`src/rtl/attr_expander_pkg.sv`:
```
// attr_expander_pkg: shared PPU constants, FSM states and tile-offset helper for attr_expander.
package attr_expander_pkg;
   localparam logic [9:0] ATTR_TABLE_OFS = 10'h3C0;
   localparam int NT_COLS = 32;
   localparam int NT_ROWS_DEFAULT = 30;
   typedef enum logic {IDLE = 1'b0, EXPAND = 1'b1} state_t;
   // Offset of the tile inside its nametable: row r = arow*4+sub_row, col c = acol*4+sub_col.
   function automatic logic [9:0] tile_ofs(input logic [2:0] arow, input logic [2:0] acol, input logic [3:0] cnt);
      return 10'({arow, cnt[3:2]} * NT_COLS + {acol, cnt[1:0]});
   endfunction
endpackage

```
`src/rtl/attr_quadrant_sel.sv`:
```
// attr_quadrant_sel: picks a tile's 2-bit palette out of an attribute byte.
// Ports: attr_data (attribute byte), r1/c1 (bit 1 of tile row/col), tile_pal (palette index).
module attr_quadrant_sel (
   input  logic [7:0] attr_data,
   input  logic       r1,
   input  logic       c1,
   output logic [1:0] tile_pal
);
   assign tile_pal = attr_data[{r1, c1, 1'b0} +: 2];
endmodule

```
`src/rtl/attr_expander.sv`:
```
// attr_expander: expands one attribute-byte write into per-tile palette writes, one per cycle.
// Ports: clk/rst (sync active-high), attr_valid/attr_ready/attr_addr/attr_data (request),
// tile_wr_en/tile_wr_addr/tile_pal (tile write), done (end of request), err (rejected request).
// Macro ATTR_EXP_BACKPRESSURE_EN adds input tile_wr_ready to stall tile writes.
module attr_expander
   import attr_expander_pkg::*;
#(
   parameter int ADDR_W  = 16,
   parameter int NT_ROWS = NT_ROWS_DEFAULT
) (
   input  logic              clk,
   input  logic              rst,
   input  logic              attr_valid,
   output logic              attr_ready,
   input  logic [ADDR_W-1:0] attr_addr,
   input  logic [7:0]        attr_data,
`ifdef ATTR_EXP_BACKPRESSURE_EN
   input  logic              tile_wr_ready,
`endif
   output logic              tile_wr_en,
   output logic [ADDR_W-1:0] tile_wr_addr,
   output logic [1:0]        tile_pal,
   output logic              done,
   output logic              err
);
   state_t state_q, state_d;
   logic [3:0] cnt_q, cnt_d, cnt_n;
   logic [ADDR_W-1:0] base_q, base_d, in_base, sel_base, nxt_addr, tile_wr_addr_q, tile_wr_addr_d;
   logic [2:0] arow_q, arow_d, acol_q, acol_d, sel_arow, sel_acol;
   logic [7:0] data_q, data_d, sel_data;
   logic [1:0] nxt_pal, tile_pal_q, tile_pal_d;
   logic attr_ready_q, attr_ready_d, tile_wr_en_q, tile_wr_en_d, done_q, done_d, err_q, err_d;
   logic idle, in_ok, wr_done, last;
`ifdef ATTR_EXP_BACKPRESSURE_EN
   assign wr_done = tile_wr_en_q && tile_wr_ready;
`else
   assign wr_done = tile_wr_en_q;
`endif
   assign idle     = state_q == IDLE;
   assign in_base  = {attr_addr[ADDR_W-1:10], 10'b0};
   assign in_ok    = attr_addr[9:6] == ATTR_TABLE_OFS[9:6];
   // The next write is computed one cycle ahead so every output leaves a flop;
   // in IDLE it comes straight from the request so the first write follows acceptance.
   assign cnt_n    = idle ? 4'd0 : cnt_q + 4'd1;
   assign sel_base = idle ? in_base : base_q;
   assign sel_arow = idle ? attr_addr[5:3] : arow_q;
   assign sel_acol = idle ? attr_addr[2:0] : acol_q;
   assign sel_data = idle ? attr_data : data_q;
   assign nxt_addr = sel_base + ADDR_W'(tile_ofs(sel_arow, sel_acol, cnt_n));
   // Stop after 16 writes, or earlier when the next tile row falls below the visible rows.
   assign last     = cnt_q == 4'hF || int'({arow_q, cnt_n[3:2]}) >= NT_ROWS;
   attr_quadrant_sel u_sel (
      .attr_data(sel_data),
      .r1       (cnt_n[3]),
      .c1       (cnt_n[1]),
      .tile_pal (nxt_pal)
   );
   always_comb begin
      state_d        = state_q;
      cnt_d          = cnt_q;
      base_d         = base_q;
      arow_d         = arow_q;
      acol_d         = acol_q;
      data_d         = data_q;
      attr_ready_d   = attr_ready_q;
      tile_wr_en_d   = tile_wr_en_q;
      tile_wr_addr_d = tile_wr_addr_q;
      tile_pal_d     = tile_pal_q;
      done_d         = 1'b0;
      err_d          = 1'b0;
      if (idle) begin
         if (attr_valid && attr_ready_q) begin
            if (in_ok) begin
               state_d        = EXPAND;
               cnt_d          = 4'd0;
               base_d         = in_base;
               arow_d         = attr_addr[5:3];
               acol_d         = attr_addr[2:0];
               data_d         = attr_data;
               attr_ready_d   = 1'b0;
               tile_wr_en_d   = 1'b1;
               tile_wr_addr_d = nxt_addr;
               tile_pal_d     = nxt_pal;
            end else begin
               err_d = 1'b1;
            end
         end
      end else if (wr_done) begin
         if (last) begin
            state_d      = IDLE;
            attr_ready_d = 1'b1;
            tile_wr_en_d = 1'b0;
            done_d       = 1'b1;
         end else begin
            cnt_d          = cnt_n;
            tile_wr_addr_d = nxt_addr;
            tile_pal_d     = nxt_pal;
         end
      end
   end
   always_ff @(posedge clk) begin
      if (rst) begin
         state_q        <= IDLE;
         cnt_q          <= 4'd0;
         base_q         <= '0;
         arow_q         <= 3'd0;
         acol_q         <= 3'd0;
         data_q         <= 8'd0;
         attr_ready_q   <= 1'b1;
         tile_wr_en_q   <= 1'b0;
         tile_wr_addr_q <= '0;
         tile_pal_q     <= 2'd0;
         done_q         <= 1'b0;
         err_q          <= 1'b0;
      end else begin
         state_q        <= state_d;
         cnt_q          <= cnt_d;
         base_q         <= base_d;
         arow_q         <= arow_d;
         acol_q         <= acol_d;
         data_q         <= data_d;
         attr_ready_q   <= attr_ready_d;
         tile_wr_en_q   <= tile_wr_en_d;
         tile_wr_addr_q <= tile_wr_addr_d;
         tile_pal_q     <= tile_pal_d;
         done_q         <= done_d;
         err_q          <= err_d;
      end
   end
   assign attr_ready   = attr_ready_q;
   assign tile_wr_en   = tile_wr_en_q;
   assign tile_wr_addr = tile_wr_addr_q;
   assign tile_pal     = tile_pal_q;
   assign done         = done_q;
   assign err          = err_q;
endmodule

```
`config.mk`:
```
export PLATFORM = sky130hd
export DESIGN_NAME = attr_expander
export DESIGN_NICKNAME = d
export VERILOG_FILES = /design/src/rtl/attr_expander_pkg.sv /design/src/rtl/attr_quadrant_sel.sv /design/src/rtl/attr_expander.sv
export SDC_FILE = /design/constraint.sdc
export NUM_CORES = 1
export LEC_CHECK = 0
export ABC_AREA = 1
export CORE_MARGIN = 2
export CORE_UTILIZATION = 51
export CTS_BUF_LIST = sky130_fd_sc_hd__clkbuf_2
export CTS_CLUSTER_SIZE = 12
export DETAILED_ROUTE_END_ITERATION = 6
export GPL_TIMING_DRIVEN = 0
export HOLD_SLACK_MARGIN = 0.15
export PLACE_DENSITY = 0.82
export SLEW_MARGIN = 20
export SYNTH_ARGS = -nofsm -noshare
export SYNTH_HDL_FRONTEND = slang
export SYNTH_HIERARCHICAL = 1
export SYNTH_SLANG_ARGS = --single-unit
export TNS_END_PERCENT = 5
```
`constraint.sdc`:
```
create_clock -name clk -period 1.95 [get_ports clk]
set_input_delay 0.2925 -clock clk [delete_from_list [all_inputs] [get_ports clk]]
set_output_delay 0.2925 -clock clk [all_outputs]
set_load 0.01 [all_outputs]
```
==> flow_summary.toml <==
[sta]
worstMarginPinSlew_ps = 475
fmax_mhz = 540
max_slew_margin_pct = 68.3
finalClockSkew_ps = 26.4
drv_slew = 0
rsz0062_at_grt = "no"
hold_violations = 0
setup_ws_ps = 96.7
fin_crit_sh_pct = 95.0
min_period_ps = 1850
setup_viol = 0

[clocking]
h-tree-depth = 2
cts_sinks = 44
cts_setup_buffers = 0
hold_buffers = 0
cts_root_buffer = "clkbuf_2"
tritoncts = "yes"
path_clk_slew_ps = 220
cts_resized = 0
clock_latency_ps = 410
clk_path_buf_depth = 2
cts_buffers = 5

[global_routing]
grtUsageMet1_pct = 30.9
grt.met3_usage_pct = 4.05
grt_pass1_vias = 1729
gr-total-overflow = 0
grt_max_degree = 13
grt_pass1_wl_mm = 7.92
grtUsageMet2_pct = 38.5
grt.total_usage_pct = 23.5
grt_busiest_layer = "met2"
antenna_found_initial = 0

[placed_design]
place_ws_ps = -46.0
hpwlAfterDp_mm = 3.40
port-buffer-count = 47
gp_congestion = 0.831

[power]
power.density_nw_per_um2 = 570
p_comb_share_pct = 12.3
seqPwrFrac_pct = 62.9
ir_drop_mv = 0.470
p_leak_nw = 1.06
intPower_mw = 1.10
clkPwrFrac_pct = 24.8
p_sw_share_pct = 25.4
p_switching_uw = 373

[yosys]
synth_nets = 325
avgSynthCellArea_um2 = 6.80
synth_seq_cells = 44
synth.distinct_cells = 20
synth-warning-count = 6
synthesis.area_um2 = 2020
synth_seq_area_share_pct = 43.6
synthCells = 297

[run_status]
status = "finished clean"

[hold_path]
hp-class = "input port to flip-flop"

[final_layout]
diodes = 0
area_growth_pct = 27.8
final_util_pct = 69.0
fin_nets = 378
nFillCells = 348
seqCellArea_um2 = 881
drive_above_1_share_pct = 6.86
multi_input_area_um2 = 883

[setup_path]
worstPathRequired_ps = 1660
rr_endpoint = "tile_wr_addr[11]$_SDFFE_PP0P_"
worstPathArrival_ps = 1560
endpoint = "tile_wr_addr[0]"
crit_fanout = 6
crit_type = "flip-flop to output pin"
crit_path_start = "tile_wr_addr[0]$_SDFFE_PP0P_"
critPathMaxStageDelay_ps = 520
startpoint_type = "flip-flop"
worstRegToRegCells = 10
r2r_slack_ps = 310
worst_setup_path_end_kind = "output pin"
worstReg2RegStart = "tile_wr_addr[0]$_SDFFE_PP0P_"
path_cells = "buf_4 > clkdlybuf4s50_1"
cpMaxStageDelayCell = "clkdlybuf4s50_1"

[die]
initial_core_util_pct = 54.0
fp.coreArea_um2 = 3740
io-pin-count = 49
rows = 22
die_y_um = 66.9
die_w_um = 66.9
die_area_um2 = 4480

[route]
vias_per_cell = 5.02
ant_nets = 0
drc = 0
dr.pass1.iters = 4
drtIter0Drc = 146
wl_per_cell_um = 11.5
wl_mm = 4.59
vias = 1996

[job]
drv_cap = 0
==> state kept, by name, indices dropped and copies added, names as in the netlist, 2 cells and up <==
| register | count |
|---|---|
| tile_wr_addr | 15 |
| data_q | 8 |
| base_q | 6 |
| acol_q | 3 |
| arow_q | 3 |
| cnt_q | 2 |
| tile_pal | 2 |
==> cell type report <==
class	count	share of cell area, %
Buffer	18	4.12
Clock buffer	6	1.16
Clock inverter	1	0.194
Inverter	39	5.67
Multi-Input combinational cell	195	34.2
Sequential cell	44	34.1
Tap cell	48	2.33
Timing Repair Buffer	47	18.2
==> stage by stage <==
| step | TNS [ps] | cells | power [mW] | instance area, um2 | hold slack (ps) |
|---|---|---|---|---|---|
| after floorplan | 0 | 297 | 1.03 | 2020 | 424 |
| after global placement | 0 | 392 | 1.12 | 2550 | 437 |
| after detailed placement | -87.4 | 392 | 1.12 | 2550 | 443 |
| after CTS | 0 | 399 | 1.48 | 2590 | 231 |
| after global routing | 0 | 398 | 1.54 | 2580 | 256 |
| final | 0 | 398 | 1.47 | 2580 | 231 |
==> worst min path at each step <==
stage / start / end / slack, ps / depth (start not counted)
global placement: data_q[1]$_SDFFE_PP0P_ / data_q[1]$_SDFFE_PP0P_ / 440 / 2
floorplan: data_q[0]$_SDFFE_PP0P_ / data_q[0]$_SDFFE_PP0P_ / 420 / 2
global route: rst / done$_SDFF_PP0_ / 260 / 2
CTS: rst / done$_SDFF_PP0_ / 230 / 2
finish: rst / done$_SDFF_PP0_ / 230 / 2
detailed placement: data_q[0]$_SDFFE_PP0P_ / data_q[0]$_SDFFE_PP0P_ / 440 / 2
==> power groups by stage <==
stage	Combinational (mW)	Sequential (mW)	Clock, mW
after global routing	0.206	0.928	0.401
after global placement	0.177	0.943	0
after detailed placement	0.180	0.944	0
after floorplan	0.0831	0.947	0
after CTS	0.181	0.926	0.372
final	0.180	0.926	0.365
==> logic make-up (layout without fill, tap and decap cells) <==
family / after synthesis / in the layout / synth area share (%)
compound gates: 69 / 69 / 17.3
fa+ha+maj: 1 / 1 / 0.619
buf+inv: 58 / 111 / 12.7
flops: 44 / 44 / 43.6
simple gates: 125 / 125 / 25.8
==> cells in the final DEF (no fill, tap or decap) <==
| cell | count |
|---|---|
| a21oi_1 | 28 |
| a21oi_2 | 1 |
| buf_2 | 4 |
| buf_4 | 5 |
| buf_6 | 2 |
| clkbuf_1 | 7 |
| clkbuf_2 | 6 |
| clkdlybuf4s50_1 | 47 |
| clkinv_2 | 1 |
| dfxtp_1 | 44 |
| ha_1 | 1 |
| inv_1 | 37 |
| inv_2 | 2 |
| nand2_1 | 75 |
| nand2_4 | 1 |
| nand3_1 | 13 |
| nand3_4 | 1 |
| nand4_1 | 1 |
| nand4_2 | 1 |
| nor2_1 | 31 |
| nor3_1 | 1 |
| nor4_1 | 1 |
| o21ai_0 | 40 |
==> Yosys cell counts (all sizes together) <==
cell     n  share of area (%)
buf     11                4.0
o21ai   40                9.9
nand2   76                 14
nand4    2               0.93
ha       1               0.62
inv     39                7.2
nand3   14                4.1
nor2    31                5.8
a21oi   29                7.4
nor3     1               0.25
clkbuf   8                1.5
nor4     1               0.31
dfxtp   44                 44
==> critical path, delay by kind of cell (launching register included) <==
kind	cells	cell delay, ps
flip-flops	1	500
buffers and inverters	2	670
==> routing by layer <==
layer / up-vias / part of all wire (%)
met3: 5 / 5.6
met4: 0 / 1.4
li1: 1038 / -
met1: 887 / 46
met2: 66 / 47
met5: - / 0
(Power assumes the default switching activity.)
